===== config.mk =====
export PLATFORM = sky130hd
export DESIGN_NAME = barcode_entry_controller
export DESIGN_NICKNAME = d
export VERILOG_FILES = /design/src/rtl/barcode_entry_controller_pkg.sv /design/src/rtl/barcode_entry_controller_timer.sv /design/src/rtl/barcode_entry_controller.sv
export SDC_FILE = /design/constraint.sdc
export NUM_CORES = 1
export LEC_CHECK = 0
export BUFFER_PORTS_ARGS = -buffer_cell sky130_fd_sc_hd__buf_2
export CORE_MARGIN = 5
export CORE_UTILIZATION = 55
export CTS_BUF_LIST = sky130_fd_sc_hd__clkbuf_8
export CTS_CLUSTER_DIAMETER = 60
export DETAILED_ROUTE_END_ITERATION = 10
export PLACE_DENSITY = 0.86
export SLEW_MARGIN = 5
export SYNTH_ARGS = -nofsm -noshare
export SYNTH_HDL_FRONTEND = slang
export SYNTH_SLANG_ARGS = --single-unit

===== constraint.sdc =====
create_clock -name CLOCK -period 1.8 [get_ports CLOCK]
set_input_delay 0.18 -clock CLOCK [delete_from_list [all_inputs] [get_ports CLOCK]]
set_output_delay 0.18 -clock CLOCK [all_outputs]
set_load 0.03 [all_outputs]

===== src/rtl/barcode_entry_controller_pkg.sv =====
// Shared constants and types for the barcode entry controller: key codes,
// digit capacity and the controller state encoding.
package barcode_entry_controller_pkg;

  // Key codes presented on KEY_CODE; 12..15 are unused and ignored.
  localparam logic [3:0] KEY_ENTER = 4'd10;
  localparam logic [3:0] KEY_CLEAR = 4'd11;
  localparam logic [3:0] KEY_BLANK = 4'd12;

  // Number of digits that make up one complete barcode.
  localparam logic [2:0] MAX_DIGITS = 3'd4;

  typedef enum logic [1:0] {
    ST_ENTRY    = 2'd0,
    ST_REQUEST  = 2'd1,
    ST_CLEARING = 2'd2
  } state_t;

  // True for the numeric keys 0..9.
  function automatic logic is_digit(input logic [3:0] code);
    return code <= 4'd9;
  endfunction

endpackage


===== src/rtl/barcode_entry_controller_timer.sv =====
// Lookup timeout timer: restarts from zero on start, counts every cycle while
// running, and flags expiry when the count reaches TIMEOUT_CYCLES-1.
module lookup_timeout_timer #(
  parameter int TIMEOUT_CYCLES = 1_000_000,
  parameter int TO_W           = 20
) (
  input  logic CLOCK,
  input  logic RESET,
  input  logic start,
  input  logic clear,
  output logic expired
);

  localparam logic [TO_W-1:0] LAST_COUNT = TO_W'(TIMEOUT_CYCLES - 1);

  logic [TO_W-1:0] r_count;
  logic            r_running;
  logic            w_at_last;

  assign w_at_last = (r_count == LAST_COUNT);
  assign expired   = r_running && w_at_last;

  // Count while running; hold at the last value so the counter cannot wrap.
  always_ff @(posedge CLOCK) begin
    if (RESET || clear) begin
      r_running <= 1'b0;
      r_count   <= '0;
    end else if (start) begin
      r_running <= 1'b1;
      r_count   <= '0;
    end else if (r_running && !w_at_last) begin
      r_count <= r_count + 1'b1;
    end
  end

endmodule


===== src/rtl/barcode_entry_controller.sv =====
// Barcode entry controller: collects four digit keys into an external shift
// register, issues a price lookup on ENTER, and clears the entry afterwards.
// Every output is registered and reflects the state the controller moves to.
module barcode_entry_controller
  import barcode_entry_controller_pkg::*;
#(
  parameter int TIMEOUT_CYCLES = 1_000_000,
  parameter int TO_W           = 20
) (
  input  logic       CLOCK,
  input  logic       RESET,
  input  logic       KEY_VALID,
  input  logic [3:0] KEY_CODE,
  input  logic       LOOKUP_ACK,
  input  logic       LOOKUP_FOUND,
  output logic [3:0] SR_DIGIT,
  output logic       SR_ENABLE,
  output logic       SR_RESET_N,
  output logic [2:0] DIGIT_COUNT,
  output logic       LOOKUP_REQ,
  output logic       BUSY,
  output logic       DONE,
  output logic       ERROR
);

  state_t     r_state;
  state_t     w_next_state;
  logic [2:0] r_count;
  logic [2:0] w_next_count;

  logic [3:0] r_sr_digit;
  logic       r_sr_enable;
  logic       r_sr_reset_n;
  logic       r_lookup_req;
  logic       r_busy;
  logic       r_done;
  logic       r_error;

  logic       w_shift;
  logic       w_error;
  logic       w_done;
  logic       w_start_timer;
  logic       w_clear_timer;
  logic       w_timer_expired;

  logic       w_key_digit;
  logic       w_key_enter;
  logic       w_key_clear;

  assign w_key_digit = KEY_VALID && is_digit(KEY_CODE);
  assign w_key_enter = KEY_VALID && (KEY_CODE == KEY_ENTER);
  assign w_key_clear = KEY_VALID && (KEY_CODE == KEY_CLEAR);

  lookup_timeout_timer #(
    .TIMEOUT_CYCLES(TIMEOUT_CYCLES),
    .TO_W          (TO_W)
  ) u_timer (
    .CLOCK  (CLOCK),
    .RESET  (RESET),
    .start  (w_start_timer),
    .clear  (w_clear_timer),
    .expired(w_timer_expired)
  );

  // State register.
  always_ff @(posedge CLOCK) begin
    // NOTE: sequential state uses non-blocking assignments so every register
    // samples the pre-edge values, independent of statement order.
    if (RESET) r_state <= ST_ENTRY;
    else       r_state <= w_next_state;
  end

  // Next-state and per-cycle actions; lookup ACK outranks CLEAR, which
  // outranks the timeout.
  always_comb begin
    // NOTE: every signal gets a default first so no path leaves it unassigned,
    // which would otherwise infer a latch.
    w_next_state  = r_state;
    w_next_count  = r_count;
    w_shift       = 1'b0;
    w_error       = 1'b0;
    w_done        = 1'b0;
    w_start_timer = 1'b0;

    case (r_state)
      ST_ENTRY: begin
        if (w_key_clear) begin
          w_next_state = ST_CLEARING;
        end else if (w_key_digit) begin
          if (r_count < MAX_DIGITS) begin
            w_shift      = 1'b1;
            w_next_count = r_count + 3'd1;
          end else begin
            w_error = 1'b1;
          end
        end else if (w_key_enter) begin
          if (r_count == MAX_DIGITS) begin
            w_next_state  = ST_REQUEST;
            w_start_timer = 1'b1;
          end else begin
            w_error = 1'b1;
          end
        end
      end
      ST_REQUEST: begin
        if (LOOKUP_ACK) begin
          w_done       = LOOKUP_FOUND;
          w_error      = !LOOKUP_FOUND;
          w_next_state = ST_CLEARING;
        end else if (w_key_clear) begin
          w_next_state = ST_CLEARING;
        end else if (w_timer_expired) begin
          w_error      = 1'b1;
          w_next_state = ST_CLEARING;
        end
      end
      ST_CLEARING: begin
        w_next_state = ST_ENTRY;
      end
      default: begin
        w_next_state = ST_ENTRY;
      end
    endcase

    if (w_next_state == ST_CLEARING) w_next_count = '0;
  end

  assign w_clear_timer = (r_state == ST_REQUEST) && (w_next_state != ST_REQUEST);

  // Digit count and registered outputs, derived from the state being entered.
  always_ff @(posedge CLOCK) begin
    if (RESET) begin
      r_count      <= '0;
      r_sr_digit   <= KEY_BLANK;
      r_sr_enable  <= 1'b0;
      r_sr_reset_n <= 1'b0;
      r_lookup_req <= 1'b0;
      r_busy       <= 1'b0;
      r_done       <= 1'b0;
      r_error      <= 1'b0;
    end else begin
      r_count      <= w_next_count;
      if (w_shift) r_sr_digit <= KEY_CODE;
      r_sr_enable  <= w_shift;
      r_sr_reset_n <= (w_next_state != ST_CLEARING);
      r_lookup_req <= (w_next_state == ST_REQUEST);
      r_busy       <= (w_next_state != ST_ENTRY);
      r_done       <= w_done;
      r_error      <= w_error;
    end
  end

  assign SR_DIGIT    = r_sr_digit;
  assign SR_ENABLE   = r_sr_enable;
  assign SR_RESET_N  = r_sr_reset_n;
  assign DIGIT_COUNT = r_count;
  assign LOOKUP_REQ  = r_lookup_req;
  assign BUSY        = r_busy;
  assign DONE        = r_done;
  assign ERROR       = r_error;

endmodule


==> qor.txt <==
Crit path from -> u_timer.r_count[13]$_SDFFE_PP0P_
Post-synthesis compound-gate area fraction -> 0.1351
Average wire per standard cell -> 14.54 um
Detail Placement HPWL -> 2542 um
PortBufs -> 21
Post-synthesis sequential area ratio -> 0.4347
Crit path max-delay family -> simple AND/OR/NAND/NOR gates
Worst Path Arrival -> 1.91 ns
GRT Util Overall -> 0.1969
Final setup fails -> 0
Slew @ Worst Pin -> 0.3458 ns
XOR/XNOR Fraction of Synth Area -> 0.07396
Post-synthesis async set-or-reset flop share -> 0
Drt first pass iters -> 4
Io pins -> 22
Max cap viols -> 0
Worst Setup Start Kind -> flip-flop
Top achievable clock speed -> 580.6 MHz
Post-synthesis simple-gate area fraction -> 0.2853
Die area -> 4212 um^2
Initial Util -> 0.5567
Crit Path Max Fanout -> 6
Cells after synthesis -> 182
CTS Sinks -> 36
Number of synthesized flops with an enable pin -> 0
CTS tree -> yes
Num CTS Buffers -> 5
HP Class -> in -> reg
Top cells by count, synth -> dfxtp_1 (36), nor2_1 (28), nand3_1 (13)
#FFs+latches synth -> 36
Synth Cell Area -> 1658 um^2
Pin count of the biggest net entering global routing -> 21
Vias in the first global route -> 1415
Nets -> 228
H-Tree Depth -> 2
Setup TNS -> 0 ns
Post-Synth Adder-Cell Area -> 0.02264
Mux share of post-synthesis cell area -> 0.01811
Max-slew violation count -> 0
Relative slew margins -> 0.7662
Initial antenna violation count -> 0
DRT Wirelength -> 3634 um
WP data required -> 1.99 ns
Reg2reg start -> u_timer.r_count[13]$_SDFFE_PP0P_
Cell Rows -> 20
RD Place Congestion -> 0.8753
Minimum clock period -> 1.722 ns
Max stage delay cell, worst path -> dfxtp_1
Worst path max stage delay -> 0.37 ns
Clock Tree Root -> clkbuf_8
Multi-input gate area -> 895.9 um^2
Proportion of layout cells with a drive suffix above 1 -> 0.2488
Crit path buf inv count -> 1
Mean Syn Cell Area -> 9.109 um^2
Post-synth top area share -> 0.4347
Total grt overflow -> 0
Largest family of logic cells by synthesized area -> simple AND/OR/NAND/NOR gates
Fin crit share -> 0.9569
Vias -> 1453
Fill count -> 228
Total core area -> 2978 um^2
Synth area leaders -> dfxtp_1 (43%), nor2_1 (6.3%), xor2_1 (5.3%), nand3_1 (3.9%), a21oi_1 (3.3%)
Worst skew pair latency -> 0.29 ns
Netlist cell types -> 44
Post-Place Worst Slack -> 0.1152 ns
CTS hold repair buffers -> 0
Min-delay src -> LOOKUP_FOUND
Syn. warnings -> 0
Setup crit end kind -> flip-flop
Die span in x -> 64.90 um
Synthesis-to-finish area growth -> 20.15%
Total power -> 1658 uW
DIE HEIGHT -> 64.90 um
Diodes inserted -> 0
DR DRC count -> 0
Top FF cell, synth -> dfxtp_1
Final WS setup -> 0.07762 ns
Final-report hold violation count -> 0
Largest buffer count on any clock path -> 2
Status -> finished, final reports clean
Top-count cell post-synth -> dfxtp_1
ANT nets after route -> 0
Worst path cell trace -> nor4b_2 -> nand4_2 -> buf_4 -> o21ai_0 -> xor2_1 -> nor2_1
CTS clock-pin slew for the worst setup and hold paths -> 0.07 ns
Iteration-0 DRC Markers -> 109
Syn_nets -> 194
Cell Pwr Density -> 832.6 nW/um^2
Most area-hungry cell type in the Yosys netlist -> dfxtp_1
First-pass GRT wire length -> 6396 um
Clock skew -> 0.005302 ns
Vias/cell -> 5.812
VDD IR max -> 0.8182 mV
Critical path type -> reg -> reg
Final core occ -> 0.6689
LEAKAGE -> 0.0007861 uW
Sequential Area -> 720.7 um^2
-- sequential cells by signal, indices dropped and copies added, names as in the netlist --
register / cells
u_timer.r_count: 20
SR_DIGIT: 4
DIGIT_COUNT: 3
r_state: 2
BUSY: 1
DONE: 1
ERROR: 1
LOOKUP_REQ: 1
SR_ENABLE: 1
SR_RESET_N: 1
u_timer.r_running: 1
-- worst paths after layout --
kind,endpoint,cells past startpoint,slack (ns)
setup reg to reg,u_timer.r_count[5]$_SDFFE_PP0P_,6,0.08
setup / recovery,u_timer.r_count[5]$_SDFFE_PP0P_,6,0.08
hold / removal,DONE$_SDFF_PP0_,3,0.15
hold reg to reg,SR_DIGIT[2]$_SDFFE_PP1P_,1,0.46
-- layout by cell type, fill, tap and decap left out, drive strengths merged, types with 2 or more instances in the layout --
cell type / Yosys / final
xor2: 10 / 10
nor4: 2 / 2
buf: 2 / 31
dfxtp: 36 / 36
a211o: 2 / 2
clkbuf: 2 / 5
nor2: 28 / 28
nor3b: 3 / 3
nand2: 9 / 9
a41oi: 2 / 2
ha: 3 / 3
nand4: 6 / 6
o21ai: 8 / 8
and3: 4 / 4
a31oi: 3 / 3
a21oi: 11 / 11
mux2i: 3 / 3
nor3: 3 / 3
nand3: 14 / 14
or3: 2 / 2
or2: 2 / 2
xnor2: 4 / 4
inv: 8 / 8
a211oi: 2 / 2
and4: 2 / 2
nor4b: 3 / 3
-- kinds of logic (layout without fill, tap and decap cells) --
logic type,after synthesis,count (layout)
XOR/XNOR,14,14
flip-flops,36,36
AND/OR/NAND/NOR,83,83
AO/OA/AOI/OAI,31,31
buffers and inverters,12,47
multiplexers,3,3
adder cells (fa/ha/maj),3,3
-- power breakdown --
part	total, uW	switching, uW	internal (uW)	leakage [uW]
Combinational	131	84.6	46.2	0.000440
Sequential	816	6.69	809	0.000292
Clock	711	302	410	0.0000541
-- area by class of cell --
cell class,instances,area share
Clock inverter,3,0.02136
Timing Repair Buffer,31,0.09673
Clock buffer,5,0.03455
Multi-Input combinational cell,134,0.4497
Sequential cell,36,0.3618
Tap cell,33,0.02073
Inverter,8,0.01508
-- worst reg2reg max path, cell delays in order, from the launching register on --
cell,delay (ns)
dfxtp_1,0.37
nor4b_2,0.34
nand4_2,0.22
buf_4,0.21
o21ai_0,0.24
xor2_1,0.18
nor2_1,0.06
-- per-layer routing --
layer | track usage | routed length, um | vias up
met5 | 0 | 0 | -
met4 | 0.08179 | 59 | 0
met3 | 0.06412 | 184 | 9
met2 | 0.3116 | 1749 | 38
met1 | 0.2446 | 1641 | 691
li1 | - | - | 715
-- what timing repair did --
action / in CTS / in global routing
endpoints found under the setup margin: 0 / 2
buffers inserted: 0 / 0
resized for setup: 0 / 2
-- per-stage QoR --
| stage | hold slack [ns] | area (um^2) | std cells |
|---|---|---|---|
| final | 0.1464 | 1992 | 250 |
| after global routing | 0.1419 | 1992 | 250 |
| after CTS | 0.1328 | 1983 | 250 |
| after detailed placement | 0.4453 | 1872 | 242 |
| after global placement | 0.4380 | 1872 | 242 |
| after floorplan | 0.2983 | 1658 | 182 |
Note: power is estimated with default switching activity, not from simulation.
